**src/rtl/syscall_controller.sv**
```systemverilog
// SYSCALL sequencer for the single-cycle MIPS core: services print_int, print_char,
// print_string (byte walk through data memory) and exit, streaming results to a console.
module syscall_controller #(
  parameter int MAX_STR_LEN = 256,
  parameter int ADDR_W      = 32
) (
  input  logic              clk,
  input  logic              rst_n,
  input  logic              syscall,
  input  logic [31:0]       sys_call_reg,
  input  logic [31:0]       std_out_address,
  output logic              stall,
  output logic              mem_rd_en,
  output logic [ADDR_W-1:0] mem_addr,
  input  logic [31:0]       mem_rd_data,
  input  logic              mem_rd_valid,
  output logic              out_valid,
  output logic [31:0]       out_data,
  output logic              out_is_int,
  input  logic              out_ready,
  output logic              halted,
  output logic              bad_syscall
);

  localparam int CNT_W = $clog2(MAX_STR_LEN + 1);

  typedef enum logic [2:0] {S_IDLE, S_EMIT, S_FETCH, S_CHAR, S_HALT} state_t;

  state_t           state_q, state_d;
  logic [31:0]      ptr_q, ptr_d;
  logic [31:0]      out_data_q, out_data_d;
  logic             out_is_int_q, out_is_int_d;
  logic             is_str_q, is_str_d;
  logic             bad_q, bad_d;
  logic [7:0]       byte_q, byte_d;
  logic [CNT_W-1:0] count_q, count_d;
  logic             code_ok;
  logic [7:0]       rd_byte;

  assign code_ok = (sys_call_reg == 32'd1) || (sys_call_reg == 32'd4) ||
                   (sys_call_reg == 32'd10) || (sys_call_reg == 32'd11);

  // Memory words are big-endian: the lowest byte address is the MSB lane.
  always_comb begin
    case (ptr_q[1:0])
      2'd0:    rd_byte = mem_rd_data[31:24];
      2'd1:    rd_byte = mem_rd_data[23:16];
      2'd2:    rd_byte = mem_rd_data[15:8];
      default: rd_byte = mem_rd_data[7:0];
    endcase
  end

  always_comb begin
    state_d      = state_q;
    ptr_d        = ptr_q;
    out_data_d   = out_data_q;
    out_is_int_d = out_is_int_q;
    is_str_d     = is_str_q;
    byte_d       = byte_q;
    count_d      = count_q;
    bad_d        = 1'b0;
    case (state_q)
      S_IDLE: begin
        if (syscall) begin
          case (sys_call_reg)
            32'd1: begin
              out_data_d   = std_out_address;
              out_is_int_d = 1'b1;
              is_str_d     = 1'b0;
              state_d      = S_EMIT;
            end
            32'd11: begin
              out_data_d   = {24'b0, std_out_address[7:0]};
              out_is_int_d = 1'b0;
              is_str_d     = 1'b0;
              state_d      = S_EMIT;
            end
            32'd4: begin
              ptr_d    = std_out_address;
              count_d  = '0;
              is_str_d = 1'b1;
              state_d  = S_FETCH;
            end
            32'd10:  state_d = S_HALT;
            default: bad_d = 1'b1;
          endcase
        end
      end
      S_EMIT: begin
        if (out_ready) begin
          if (is_str_q) begin
            ptr_d   = ptr_q + 32'd1;
            state_d = (count_q == CNT_W'(MAX_STR_LEN)) ? S_IDLE : S_FETCH;
          end else begin
            state_d = S_IDLE;
          end
        end
      end
      S_FETCH: begin
        if (mem_rd_valid) begin
          byte_d  = rd_byte;
          state_d = S_CHAR;
        end
      end
      S_CHAR: begin
        if (byte_q == 8'd0) begin
          state_d = S_IDLE;
        end else begin
          out_data_d   = {24'b0, byte_q};
          out_is_int_d = 1'b0;
          count_d      = count_q + 1'b1;
          state_d      = S_EMIT;
        end
      end
      S_HALT:  state_d = S_HALT;
      default: state_d = S_IDLE;
    endcase
  end

  always_ff @(posedge clk or negedge rst_n) begin
    if (!rst_n) begin
      state_q      <= S_IDLE;
      ptr_q        <= '0;
      out_data_q   <= '0;
      out_is_int_q <= 1'b0;
      is_str_q     <= 1'b0;
      bad_q        <= 1'b0;
      byte_q       <= '0;
      count_q      <= '0;
    end else begin
      state_q      <= state_d;
      ptr_q        <= ptr_d;
      out_data_q   <= out_data_d;
      out_is_int_q <= out_is_int_d;
      is_str_q     <= is_str_d;
      bad_q        <= bad_d;
      byte_q       <= byte_d;
      count_q      <= count_d;
    end
  end

  // Outputs decode straight from state so a reset drops them without waiting for a clock.
  assign stall       = (state_q == S_IDLE) ? (syscall & code_ok) : 1'b1;
  assign mem_rd_en   = (state_q == S_FETCH);
  assign mem_addr    = {ptr_q[ADDR_W-1:2], 2'b00};
  assign out_valid   = (state_q == S_EMIT);
  assign out_data    = out_data_q;
  assign out_is_int  = out_is_int_q;
  assign halted      = (state_q == S_HALT);
  assign bad_syscall = bad_q;

endmodule

```
**config.mk**
```make
export PLATFORM = sky130hd
export DESIGN_NAME = syscall_controller
export DESIGN_NICKNAME = d
export VERILOG_FILES = /design/src/rtl/syscall_controller.sv
export SDC_FILE = /design/constraint.sdc
export NUM_CORES = 1
export LEC_CHECK = 0
export CAP_MARGIN = 25
export CELL_PAD_IN_SITES_DETAIL_PLACEMENT = 0
export CELL_PAD_IN_SITES_GLOBAL_PLACEMENT = 1
export CORE_ASPECT_RATIO = 1.5
export CORE_UTILIZATION = 36
export CTS_BUF_LIST = sky130_fd_sc_hd__clkbuf_4 sky130_fd_sc_hd__clkbuf_8
export DETAILED_ROUTE_END_ITERATION = 7
export GPL_TIMING_DRIVEN = 0
export PLACE_DENSITY = 0.9
export SYNTH_ARGS = -nofsm -noshare
export SYNTH_HDL_FRONTEND = slang
export SYNTH_SLANG_ARGS = --single-unit
```
**constraint.sdc**
```tcl
create_clock -name clk -period 2.5 [get_ports clk]
set_clock_uncertainty 0.2 [all_clocks]
set_input_delay 0.5 -clock clk [delete_from_list [all_inputs] [get_ports clk]]
set_output_delay 0.5 -clock clk [all_outputs]
set_load 0.01 [all_outputs]
```
==> impl_metrics.toml <==
[routing]
viasPerCell = 5.67
vias = 5429
drc = 0
ant_nets = 0
wire_per_inst_um = 18.9
drt_pass1_iterations = 5
dr.first_iter.drc_count = 362
drt_wl_total_um = 18100

[floorplanning]
coreArea_sq_um = 14100
placementRows = 53
die-area_sq_um = 15000
num_io_pins = 171
chipHeight_um = 150
die_x_um = 100
initial_core_util = 0.371

[global_routing]
grtUsageTotal = 0.244
met3_usage = 0.0355
grt_use_met1 = 0.266
grt.busiest_layer = "met2"
gr-total-overflow = 0
grt_pass1_wl_um = 28400
grt_pass1_vias = 5573
antenna_found_initial = 0
use_met2 = 0.451
grt_max_degree = 55

[min_path]
min_from = "out_data[5]"
holdPathEnd = "out_data[5]"
holdCritPathClass = "flip-flop to flip-flop"
min_path_cells = 2

[final_layout]
areaGrowthSynthToFinish_pct = 48.1
stdcell_area_sq_um = 7760
fin_nets = 868
antenna_cells = 0
final_core_util = 0.549
drive_above_1_share = 0.176

[power]
pwr-share-comb = 0.430
p_leak_uw = 0.00329
p_switching_uw = 1890
clkPwrFrac = 0.201
p_seq_frac = 0.368
p_int_uw = 3450
netSwitchingFraction = 0.354
ir_drop_mv = 0.329
power.density_nw_per_um2 = 688

[synth]
synth_top_area_share = 0.416
syn-cell-area_sq_um = 5240
syn_area_per_cell_sq_um = 9.49
yosysTopAreaCell = "dfrtp_1"
yosys_warnings = 0
synth_top_cells_by_area = "dfrtp_1 (42%), buf_4 (4.7%), a22o_1 (4.0%), a21oi_1 (3.4%), nand2_1 (3.3%)"
seq_area_frac_synth = 0.416
synth_edf_count = 0
ys_types = 63
synthArstFlopShare = 1.00
ys.flop_type = "dfrtp_1"
syn_inst = 552
synth_seq_cells = 87

[clock_tree]
clkTransAtPathRegs_ns = 0.09
tritoncts = "yes"
cts_inserted_buffers = 9
cts_max_path_buffers = 2
insertion_delay_ns = 0.38
root_buffer = "clkbuf_8"
htree_levels = 3
cts.sinks = 87

[timing]
relSlewSlack = 0.503
hold_violations = 0
min_period_ns = 2.50
tightest_slew_ns = 0.745
fin_tns_setup_ns = 0
fin_crit_sh = 0.999
final-setup-viol-count = 0
max_clock_freq_mhz = 400
drv_slew = 0
rsz0062_at_grt = "true"

[placement]
routabilityCongestion = 0.933
port_buffers = 167
dp.final_hpwl_um = 13400
detailed_place.area_sq_um = 7180

[worst_setup_path]
crit_type = "primary input to output pin"
path_max_fanout = 2
crit_path_end_kind = "output pin"
worstReg2RegEnd = "ptr_q[14]"
worstReg2RegStart = "state_q[1]"
arrival_ns = 1.80
rrSetupSlack_ns = 0.10
reg2reg_depth = 9
startpoint_type = "primary input"
crit_required_ns = 1.80

[run]
cap_violations = 0

[status]
run_status = "finished clean"
==> cell type report <==
class                           count  area (sq um)
Buffer                             70           484
Clock buffer                       11           151
Clock inverter                      5          63.8
Fill cell                        1326          6370
Inverter                            9          36.3
Multi-Input combinational cell    387          2720
Sequential cell                    87          2180
Tap cell                          192           240
Timing Repair Buffer              196          1880
==> power groups by stage <==
stage	clock [uW]	combinational, uW	sequential (uW)
4_1_cts	1090	2230	1950
5_1_grt	1160	2440	1990
2_1_floorplan	0	1210	1870
6_report	1080	2300	1970
3_3_place_gp	0	2090	1970
3_5_place_dp	0	2130	1980
==> worst max-delay path, stage by stage <==
cell           delay, ns
dlygate4sd2_1       0.26
nor4_4              0.32
nand4_4             0.13
o31a_1              0.34
a21oi_2             0.12
buf_2               0.14
==> placed cells by master (no fill, tap or decap), drive strengths merged, types with 8 or more instances in the layout <==
cell type / n
a21oi: 40
a222oi: 8
a22o: 24
a22oi: 8
a2bb2oi: 12
a31oi: 17
and3: 13
buf: 81
clkbuf: 30
clkdlybuf4s50: 131
dfrtp: 87
dlygate4sd2: 29
inv: 10
mux2i: 10
nand2: 46
nand3: 13
nand4: 21
nor2: 40
nor3: 11
nor4: 14
o21ai: 26
o22a: 12
o22ai: 10
xor2: 8
==> worst max path at each step <==
stage                           startpoint     endpoint  cells after the start
after global routing       sys_call_reg[6]        stall                      6
after CTS                 sys_call_reg[27]        stall                      6
final                     sys_call_reg[30]        stall                      6
after detailed placement  sys_call_reg[26]        stall                      6
after global placement               rst_n  bad_syscall                      1
after floorplan            sys_call_reg[9]    ptr_q[19]                      7
==> registers in the layout, indices dropped and copies added, names as in the netlist <==
| name | cells |
|---|---|
| out_data | 32 |
| ptr_q | 32 |
| count_q | 9 |
| byte_q | 8 |
| state_q | 3 |
| bad_syscall | 1 |
| is_str_q | 1 |
| out_is_int | 1 |
==> cell usage after synthesis (6+ instances only) <==
cell type and n:
a222oi_1 8, ha_1 7, clkbuf_1 21, dfrtp_1 87, o22ai_1 10, nand2_1 46
and3_1 13, buf_2 11, a2bb2oi_1 9, o22a_1 12, nor3_1 8, a22o_1 24
nor2_1 40, nand3_1 13, a31oi_1 17, a21oi_1 36, mux2i_1 10, inv_1 8
buf_4 33, o21ai_0 25, xor2_1 8, nor4_1 7, a22oi_1 6, nand4_1 20
==> kinds of logic (layout without fill, tap and decap cells) <==
kind of cell	after synthesis	count (layout)	synth area share
other	1	2	0.000716
buffers and inverters	79	291	0.0872
adders and majority gates	7	7	0.0167
DFF	87	87	0.416
AOI/OAI and AO/OA	186	186	0.261
xor gates and xnor gates	8	8	0.0134
muxes	10	10	0.0191
and+or+nand+nor	174	174	0.186
==> per-stage QoR <==
stage | std cells | hold WS [ns] | setup WS [ns] | total power (uW)
5_1_grt | 957 | 0.312 | -0.0604 | 5590
3_3_place_gp | 912 | 0.263 | -2.46 | 4060
6_report | 957 | 0.290 | 0.00253 | 5340
2_1_floorplan | 553 | 0.00441 | 0.197 | 3080
3_5_place_dp | 913 | 0.277 | -0.924 | 4100
4_1_cts | 944 | 0.299 | 0.00372 | 5270
==> metal layers <==
metal	routed length, um	part of all wire	vias up
met5	0	0	-
met4	610	0.034	0
met3	1160	0.064	50
met2	9770	0.54	273
met1	6570	0.36	2623
li1	-	-	2483
==> repair_timing <==
| action | in CTS | in global routing |
|---|---|---|
| setup endpoints to repair | 69 | 53 |
| resized for setup | 73 | 16 |
| buffers inserted | 14 | 13 |
| cloned | 0 | 0 |
| pin swaps | 16 | 9 |
| hold endpoints to repair | 33 | 0 |
| hold buffers | 1 | 0 |
No activity file was read; power rests on OpenSTA's default activity.
